`src/rtl/idex_ctrl_reg.sv`:
```
// ID/EX control pipeline register with the architectural NZCV flags register.
// Optional macro IDEX_PERF_CNT_EN adds saturating bubble/branch counters.
module idex_ctrl_reg (
    input  logic       clk,
    input  logic       reset,
    input  logic [3:0] CondD,
    input  logic [1:0] FlagWriteD,
    input  logic       BranchD,
    input  logic       RegWriteD,
    input  logic       MemWriteD,
    input  logic       PCSrcD,
    input  logic       NoWriteD,
    input  logic       ValidD,
    input  logic       StallE,
    input  logic       FlushE,
    input  logic       BranchTakenE,
    input  logic [3:0] NextFlagsE,
    output logic [3:0] CondE,
    output logic [1:0] FlagWriteE,
    output logic       BranchE,
    output logic       RegWriteE,
    output logic       MemWriteE,
    output logic       PCSrcE,
    output logic       NoWriteE,
    output logic       ValidE,
    output logic [3:0] FlagsE
`ifdef IDEX_PERF_CNT_EN
    ,
    output logic [15:0] BubbleCnt,
    output logic [15:0] BranchCnt
`endif
);

    typedef struct packed {
        logic [3:0] cond;
        logic [1:0] flagwrite;
        logic       branch;
        logic       regwrite;
        logic       memwrite;
        logic       pcsrc;
        logic       nowrite;
        logic       valid;
    } ctrl_t;

    // Bubble carries the AL condition so it is a harmless always-executed no-op.
    localparam ctrl_t BUBBLE = '{cond: 4'b1110, flagwrite: 2'b00, branch: 1'b0, regwrite: 1'b0,
                                 memwrite: 1'b0, pcsrc: 1'b0, nowrite: 1'b0, valid: 1'b0};

    ctrl_t ctrl_d, ctrl_q, ctrl_nxt;
    logic  bubble;

    assign bubble = FlushE | BranchTakenE;

    always_comb begin
        ctrl_d.cond      = CondD;
        ctrl_d.flagwrite = ValidD ? FlagWriteD : 2'b00;
        ctrl_d.branch    = ValidD & BranchD;
        ctrl_d.regwrite  = ValidD & RegWriteD;
        ctrl_d.memwrite  = ValidD & MemWriteD;
        ctrl_d.pcsrc     = ValidD & PCSrcD;
        ctrl_d.nowrite   = ValidD & NoWriteD;
        ctrl_d.valid     = ValidD;
    end

    always_comb begin
        ctrl_nxt = ctrl_d;
        if (bubble)      ctrl_nxt = BUBBLE;
        else if (StallE) ctrl_nxt = ctrl_q;
    end

    always_ff @(posedge clk) begin
        if (reset) ctrl_q <= BUBBLE;
        else       ctrl_q <= ctrl_nxt;
    end

    // Flags retire with the instruction leaving Execute; a stalled one has not left yet.
    always_ff @(posedge clk) begin
        if (reset)                        FlagsE <= 4'b0000;
        else if (ctrl_q.valid && !StallE) FlagsE <= NextFlagsE;
    end

    assign CondE      = ctrl_q.cond;
    assign FlagWriteE = ctrl_q.flagwrite;
    assign BranchE    = ctrl_q.branch;
    assign RegWriteE  = ctrl_q.regwrite;
    assign MemWriteE  = ctrl_q.memwrite;
    assign PCSrcE     = ctrl_q.pcsrc;
    assign NoWriteE   = ctrl_q.nowrite;
    assign ValidE     = ctrl_q.valid;

`ifdef IDEX_PERF_CNT_EN
    always_ff @(posedge clk) begin
        if (reset) begin
            BubbleCnt <= 16'h0000;
            BranchCnt <= 16'h0000;
        end else begin
            if (bubble && BubbleCnt != 16'hFFFF)                         BubbleCnt <= BubbleCnt + 16'd1;
            if (BranchTakenE && ctrl_q.valid && BranchCnt != 16'hFFFF) BranchCnt <= BranchCnt + 16'd1;
        end
    end
`endif

endmodule
```
`config.mk`:
```
export PLATFORM = sky130hd
export DESIGN_NAME = idex_ctrl_reg
export DESIGN_NICKNAME = d
export VERILOG_FILES = /design/src/rtl/idex_ctrl_reg.sv
export SDC_FILE = /design/constraint.sdc
export NUM_CORES = 1
export LEC_CHECK = 0
export CORE_UTILIZATION = 35
export DETAILED_ROUTE_END_ITERATION = 10
export PLACE_DENSITY = 0.75
export SYNTH_ARGS = -nofsm -noshare
export SYNTH_HDL_FRONTEND = slang
export SYNTH_SLANG_ARGS = --single-unit
export TNS_END_PERCENT = 5
```
`constraint.sdc`:
```
create_clock -name clk -period 1 [get_ports clk]
set_input_delay 0.2 -clock clk [delete_from_list [all_inputs] [get_ports clk]]
set_output_delay 0.2 -clock clk [all_outputs]
set_load 0.05 [all_outputs]
```
* Word-level counts from Yosys, hierarchy flattened
Cells that the tools add are included.
W data, S select, Z words.
** Storage, ports and cells
- Register bits after elaboration :: 16
- Output and inout bits :: 16
- Logic and storage cells :: 19
** Cells by class
- Muxes and demuxes :: 1
- Bitwise gates (word level) :: 6
- Reductions and logical operators :: 3
** Operators by type and width (number)
- $and A1 B1 Y1 :: 5
- $mux W2 :: 1
- $reduce_or A2 Y1 :: 1
- $logic_and A1 B1 Y1 :: 1
- $logic_not A1 Y1 :: 1
- $or A1 B1 Y1 :: 1

* Depth between registers and ports, before layout
Gate-level depths: netlist of the first run.
- Word-level depth :: 2
- Mapped depth :: 4
- Gate-level depth less buffers :: 3

* Least setup slack after synthesis of the first run
Ideal clock, no wire load.
- Kind :: reg2reg
- Start :: register ctrl_q (netlist bit ValidE)
- End :: register FlagsE[0]
- Library setup time :: 0.116 ns
- Arrival time :: 1.176 ns
- Required time :: 0.884 ns
- Path slack :: -0.291 ns
- Stages on the path, launching flop included :: 5
- Path buffers :: 1
- Clock period less this slack :: 1.291 ns
- Path through :: dfxtp_1 nor2b_1 buf_2 mux2i_1 nor2_1
** On the way
- Cells in the longest elaborated chain, start to end :: 1
** RTL lines
- start, declared :: line 49 : ctrl_t ctrl_d, ctrl_q, ctrl_nxt;
- start signal, assigned :: line 73 : else ctrl_q <= ctrl_nxt;
- $logic_and A1 B1 Y1 :: line 79 : else if (ctrl_q.valid && !StallE) FlagsE <= NextFlagsE;
- end signal, assigned :: line 79
- end, declared :: line 26 : output logic [3:0] FlagsE
Every way passes these cells.
A chain may end at the register's enable or synchronous reset.

* Worst setup path in the final report of the first run
- Start :: register ctrl_q (netlist bit ValidE)
- End :: output port ValidE
** RTL lines
- end, declared :: line 25 : output logic ValidE,
No word-level cell between the ends.

==> metrics.md, run 1 <==
| Metric | Value |
|---|---|
| Failing checks | DRC, setup timing |
| Inserted Clock Buffers | 3 |
| Mean instance size in the synthesized netlist | 10.5 um^2 |
| Share of layout cells above drive strength 1 | 52.9% |
| Global-route wire length before repair | 2.57 mm |
| Buffers and inverters on the worst path | 2 |
| Syn. warnings | 0 |
| Class of the tightest hold or removal check | in -> reg |
| Die footprint | 1880 um^2 |
| Antenna violations before repair | 0 |
| Sequential element share of the synthesized area | 53.6% |
| Normalized max-slew margin | 87.6% |
| Number of top-level pins | 37 |
| Source of the worst register-to-register timing path | ValidE |
| CP arrival | 0.89 ns |
| Antenna Cells | 0 |
| Post-layout worst setup margin | -0.0923 ns |
| Critical Path Slowest Stage Cell | sky130_fd_sc_hd__dfxtp_4 |
| Most frequent cells after synthesis | sky130_fd_sc_hd__dfxtp_1 (16), sky130_fd_sc_hd__mux2i_1 (8), sky130_fd_sc_hd__nor2_2 (8), sky130_fd_sc_hd__a22oi_1 (7) |
| Crit path max-delay family | flip-flops |
| Worst hold path endpoint | CondE[3] |
| CTS tree | done |
| Core Region | 1560 um^2 |
| Final wirelength | 1.48 mm |
| Width of the die | 43.3 um |
| Cell Rows | 14 |
| Placement Setup Slack | -0.440 ns |
| Aggregate negative setup slack | -0.112 ns |
| Post-synthesis sequential element count | 16 |
| Global-route congestion overflow total | 0 |
| Synthesized area | 598 um^2 |
| Instance count of the mapped netlist | 57 |
| Instance area after placement | 1170 um^2 |
| Initial cell density of the core | 38.4% |
| Number of distinct library cells after synthesis | 14 |
| Classification of the worst setup path | reg -> out |
| Post-synth net total | 78 |
| Total number of cells along the worst setup path | 2 |
| Largest net degree at the start of global routing | 10 |
| Cell breakdown of the critical path | buf_6, buf_12 |
| Combined global-route utilization of all metal layers | 18.7% |
| Number of max-cap violations | 0 |
| Slack of the worst reg-to-reg path | -0.02 ns |
| Result of the run | complete, but fails checks |
| Clock-pin slew of the registers on the worst-case setup and hold paths | 0.10 ns |
| Ratio of routed vias to standard cells | 4.65 |
| Clk_lat worst skew | 0.29 ns |
| Vias after detailed routing | 549 |
| Global placement routability congestion | 0.641 |
| Non-filler instance count after layout | 118 |
| Setup violations, final | 3 |
| Critical Path Sink Type | primary output |
| Hold Crit Start | FlushE |
| Clock Skew | 0.0137 ns |
| Worst Reg-to-Reg Cells | 4 |
| Data required time of the worst path | 0.80 ns |
| Largest driver fanout on the critical path | 2 |
| Via count of the first global-routing pass | 641 |
| Actual slew at the worst max-slew pin | 0.181 ns |
| Floorplan die height | 43.3 um |
| Cell leakage power | 0.000504 uW |
| Most frequent cell after synthesis | sky130_fd_sc_hd__dfxtp_1 |
| Maximum cell stage delay along the critical path | 0.35 ns |
| Area growth, synth to finish | 108% |
| Setup repair after global routing missed its margin | yes |
| Max Freq | 0.915 GHz |
| Endpoint of the worst register-to-register path | FlagsE[2] |
| Final period util | 109% |
| DRC violation count after routing | 5 |
| Drt wl/cell | 12.5 um |
| Half-perimeter wire length after detailed placement | 1.13 mm |
| Maximum level of the CTS H-tree | 1 |
| Power per Cell Area | 981 nW/um^2 |
| Startpoint kind of the worst setup timing path | register |
| Prevailing post-synth register cell | sky130_fd_sc_hd__dfxtp_1 |
| Largest area contributor in the synthesized netlist | sky130_fd_sc_hd__dfxtp_1 |
| Finished Cell Area | 1240 um^2 |
| Number of cells on the worst hold path | 4 |
| First drt pass iteration count | 9 |
| Net total in the final layout | 124 |
| Max IR drop VDD | 0.785 mV |
| Buffers added on ports | 36 |
| Share of synthesized flip-flops with an asynchronous set or reset | 0% |
| Remaining antenna violation count after routing | 0 |
| Min Clock Period, post-route | 1.09 ns |
| EDFF count, synth | 0 |
| Deepest clock path buffer count | 2 |
| # fillers | 99 |
| First DRT Iteration DRCs | 9 |
| CTS Sinks | 16 |
| Hold violation count in the final report | 0 |
| Worst setup path startpoint | ValidE |
| Max-slew violation total from the final report | 0 |
| Area share of the largest cell type after synthesis | 53.6% |
| Root Buffer | sky130_fd_sc_hd__clkbuf_4 |
| Placed Instances | 112 |
| Top area cells in the synthesized netlist | sky130_fd_sc_hd__dfxtp_1 (54%), sky130_fd_sc_hd__mux2i_1 (13%), sky130_fd_sc_hd__a22oi_1 (8.8%) |
-- what timing repair did --
item                       in CTS  in global routing
pin swaps                       2                  0
resized for setup              20                  3
setup buffers                   1                  1
setup endpoints to repair      28                 27
hold buffers                    0                  0
-- flip-flops by register name, indices dropped and copies added (netlist names) --
name	flops
CondE	4
FlagsE	4
FlagWriteE	2
BranchE	1
MemWriteE	1
NoWriteE	1
PCSrcE	1
RegWriteE	1
ValidE	1
-- placed cells by master (no fill, tap or decap), types with 2 or more instances in the layout --
master | Yosys | layout
sky130_fd_sc_hd__a22oi_1 | 7 | 7
sky130_fd_sc_hd__clkbuf_4 | 0 | 3
sky130_fd_sc_hd__buf_6 | 1 | 2
sky130_fd_sc_hd__mux2i_1 | 8 | 8
sky130_fd_sc_hd__nor2_2 | 8 | 8
sky130_fd_sc_hd__clkdlybuf4s50_1 | 0 | 16
sky130_fd_sc_hd__dfxtp_2 | 0 | 15
sky130_fd_sc_hd__dlymetal6s2s_1 | 0 | 2
sky130_fd_sc_hd__nand2_1 | 4 | 4
sky130_fd_sc_hd__nor2_1 | 4 | 4
sky130_fd_sc_hd__buf_4 | 1 | 7
sky130_fd_sc_hd__buf_12 | 0 | 16
sky130_fd_sc_hd__dlygate4sd2_1 | 0 | 2
-- stage by stage --
step	hold slack, ns	total power, uW	util [%]
after CTS	0.307	1230	78.7
after global routing	0.293	1280	79.8
final	0.259	1220	79.8
after global placement	0.526	874	74.8
after floorplan	0.272	741	-
after detailed placement	0.539	877	74.8
-- worst max path at each step --
stage,end
6_report,ValidE
5_1_grt,ValidE
4_1_cts,ValidE
3_5_place_dp,PCSrcE
3_3_place_gp,ValidE
2_1_floorplan,FlagsE[0]
-- layout make-up --
cell class	instances	area [um^2]	share of cell area [%]
repair buffers	45	598	48.1
flip-flops and latches	16	343	27.6
multi-input cells	36	253	20.3
clock buffers	4	26.3	2.11
well taps	16	20.0	1.61
inverters	1	3.75	0.302
-- worst min-delay path, stage by stage --
cell and delay [ns]:
sky130_fd_sc_hd__dlymetal6s2s_1 0.10, sky130_fd_sc_hd__nor3_1 0.06, sky130_fd_sc_hd__buf_4 0.13, sky130_fd_sc_hd__nand2_1 0.04
-- cell families after synthesis --
kind of cell | count (synthesis) | share of synthesized area, %
simple gates | 20 | 17.4
buf+inv | 5 | 5.44
flops | 16 | 53.6
compound gates | 8 | 10.3
mux | 8 | 13.4
-- metal layers --
metal	GRT usage, %	up-vias	routed length (um)	share of wire [%]
met5	0	-	0	0
met4	9.38	0	4	0.27
met3	5.42	2	144	9.7
met2	34.2	28	770	52
met1	19.2	237	559	38
li1	-	282	-	-
-- where the power goes --
group	total, uW	internal, uW	switching (uW)	leakage [uW]
clock network	353	155	198	0.0000150
registers	652	644	8.12	0.000135
logic	215	130	85.0	0.000354
total	1220	929	291	0.000504
No activity file was read; power rests on OpenSTA's default activity.
==> inputs of run 2 (changes only) <==
--- a/config.mk
+++ b/config.mk
@@ -8,6 +8,7 @@
 export CORE_UTILIZATION = 35
 export DETAILED_ROUTE_END_ITERATION = 10
 export PLACE_DENSITY = 0.75
+export SLEW_MARGIN = 0
 export SYNTH_ARGS = -nofsm -noshare
 export SYNTH_HDL_FRONTEND = slang
 export SYNTH_SLANG_ARGS = --single-unit
==> results of run 2 <==
No change in the layout: final DEF, timing and power equal those of run 1.
==> inputs of run 3 (changes only) <==
--- a/config.mk
+++ b/config.mk
@@ -8,6 +8,7 @@
 export CORE_UTILIZATION = 35
 export DETAILED_ROUTE_END_ITERATION = 10
 export PLACE_DENSITY = 0.75
+export REMOVE_ABC_BUFFERS = 1
 export SLEW_MARGIN = 0
 export SYNTH_ARGS = -nofsm -noshare
 export SYNTH_HDL_FRONTEND = slang
==> run 3 against run 2 <==
  * The flow still finishes with violations (DRC, setup timing)
  * Worst setup slack improved by 0.037 ns
  * Clock power is 8.5% lower
  * Flip-flop and latch count stayed put
  * Largest power group unchanged
  * Total power down 2.5%
  * Fmax rose by 3.5%
==> metrics.md, run 3 (synthesized netlist as in run 1, its figures left out) <==
| Metric | Value |
|---|---|
| Result of the run | complete, but fails checks |
| Failing checks | DRC, setup timing |
| Instance area after placement | 1160 um^2 (-0.32%) |
| Finished Cell Area | 1220 um^2 (-2.0%) |
| Data required time of the worst path | 0.80 ns (about the same) |
| Number of max-cap violations | 0 (unchanged) |
| Net total in the final layout | 122 (-1.6%) |
| CTS Sinks | 16 (unchanged) |
| Most frequent cells in the layout | sky130_fd_sc_hd__dfxtp_2 (16), sky130_fd_sc_hd__clkdlybuf4s50_1 (16), sky130_fd_sc_hd__buf_12 (16) |
| Non-filler instance count after layout | 115 (-2.5%) |
| Class of the tightest hold or removal check | in -> reg |
| Sum of internal, switching and leakage power | 1190 uW (-2.5%) |
| Maximum level of the CTS H-tree | 1 (unchanged) |
| Power per Cell Area | 976 nW/um^2 (-0.50%) |
| Placed Instances | 112 (unchanged) |
| Buffers inserted by post-CTS timing repair | 0 (-1) |
| Clock Skew | 0.00156 ns (-0.0121 ns) |
| Antenna Cells | 0 (unchanged) |
| CTS Hold Bufs | 0 (unchanged) |
| Floorplan die height | 43.3 um (unchanged) |
| Ratio of routed vias to standard cells | 4.73 (+1.7%) |
| Max Freq | 0.947 GHz (+3.5%) |
| Cell Rows | 14 (unchanged) |
| Width of the die | 43.3 um (unchanged) |
| Cell leakage power | 0.000478 uW (-5.3%) |
| DRC violation count after routing | 7 (+2) |
| First drt pass iteration count | 7 (-2) |
| Final wirelength | 1.41 mm (-4.4%) |
| Slack of the worst reg-to-reg path | 0.02 ns (+0.04 ns) |
| Half-perimeter wire length after detailed placement | 1.18 mm (+4.5%) |
| Area growth, synth to finish | 104% |
| Core Region | 1560 um^2 (unchanged) |
| Max-slew violation total from the final report | 0 (unchanged) |
| Via count of the first global-routing pass | 555 (-13%) |
| Remaining antenna violation count after routing | 0 (unchanged) |
| Startpoint kind of the worst setup timing path | register |
| First DRT Iteration DRCs | 11 (+2) |
| CP arrival | 0.86 ns (-0.03 ns) |
| Drt wl/cell | 12.3 um (-1.9%) |
| Antenna violations before repair | 0 (unchanged) |
| Die footprint | 1880 um^2 (unchanged) |
| Global routing usage on met1 | 16.6% (-2.6 points) |
| Post-layout worst setup margin | -0.0554 ns (+0.0369 ns) |
| Global placement routability congestion | 0.751 (+17%) |
| Most used routing layer | met2 |
| Classification of the worst setup path | reg -> out |
| Initial cell density of the core | 38.4% (unchanged) |
| Global-route wire length before repair | 2.27 mm (-12%) |
| Largest net degree at the start of global routing | 11 (+1) |
| Setup violations, final | 1 (-2) |
| Global-route congestion overflow total | 0 (unchanged) |
| Buffers added on ports | 36 (unchanged) |
| CTS tree | done |
| GR Layer Usage met2 | 28.5% (-5.8 points) |
| Inserted Clock Buffers | 3 (unchanged) |
| Number of top-level pins | 37 (unchanged) |
| Final period util | 106% (-3.7 points) |
| Critical Path Sink Type | primary output |
| Actual slew at the worst max-slew pin | 0.241 ns (+0.0597 ns) |
| Setup repair after global routing missed its margin | yes |
| Vias after detailed routing | 544 (-0.91%) |
| Final design utilization | 78.2% (-1.6 points) |
| Normalized max-slew margin | 83.9% (-3.6 points) |
| Combined global-route utilization of all metal layers | 16.1% (-2.6 points) |
| Deepest clock path buffer count | 2 (unchanged) |
| Largest driver fanout on the critical path | 2 (unchanged) |
| # fillers | 102 (+3.0%) |
| Clock-pin slew of the registers on the worst-case setup and hold paths | 0.09 ns (about the same) |
| Clk_lat worst skew | 0.27 ns (-0.02 ns) |
| Share of layout cells above drive strength 1 | 52.5% (-0.42 points) |
| Max IR drop VDD | 0.571 mV (-27%) |
| Global-route met3 utilization | 7.50% (+2.1 points) |
| Placement Setup Slack | -0.531 ns (-0.0908 ns) |
| Hold violation count in the final report | 0 (unchanged) |
| Root Buffer | sky130_fd_sc_hd__clkbuf_4 |
| Min Clock Period, post-route | 1.06 ns (-0.0369 ns) |
[run 3: cell types whose count changed in the layout (fill, tap and decap cells not counted), sizes merged]
cell          delta
dlymetal6s2s     -2
dlygate4sd2      +2
clkbuf           -1
buf              -2
[run 3: worst paths after layout]
check	startpoint	endpoint	depth (start not counted)
hold / removal	reset	FlagsE[2]	3
hold reg to reg	CondE[1]	CondE[1]	2
setup / recovery	ValidE	ValidE	2
setup reg to reg	ValidE	FlagsE[3]	4
[run 3: cell type report]
| type | instances | area [um^2] | area share (%) |
|---|---|---|---|
| clock buffer | 3 | 22.5 | 1.85 |
| inverter | 1 | 3.75 | 0.308 |
| multi-input combinational | 36 | 253 | 20.7 |
| sequential | 16 | 340 | 27.9 |
| tap | 16 | 20.0 | 1.64 |
| timing repair buffer | 43 | 579 | 47.5 |
[run 3: worst max-delay path, cell delays in order, from the launching register on]
cell	delay, ns
sky130_fd_sc_hd__dfxtp_2	0.33
sky130_fd_sc_hd__buf_6	0.11
sky130_fd_sc_hd__buf_12	0.14
[run 3: power breakdown]
part	total [uW]	internal, uW	switching [uW]	leakage, uW
sequential	654	646	8.09	0.000134
combinational	212	128	84.1	0.000329
clock	323	139	184	0.0000138
total	1190	913	276	0.000478
[run 3: metal layers]
metal  vias to the layer above  share of wire [%]
met1                       236                 39
li1                        276                  -
met2                        30                 49
met5                         -                  0
met3                         2                 11
met4                         0               0.71
[run 3: repair_timing]
| action | 4_1_cts | 5_1_grt |
|---|---|---|
| resized for setup | 22 | 3 |
| cloned | 0 | 0 |
| pin swaps | 2 | 0 |
| setup endpoints to repair | 31 | 24 |
[run 3: stage by stage]
step                      TNS, ns  hold WS (ns)
after detailed placement    -6.78         0.543
after global routing       -0.278         0.357
final                     -0.0554         0.338
after floorplan             -1.60         0.272
after CTS                 -0.0772         0.334
after global placement      -5.25         0.525
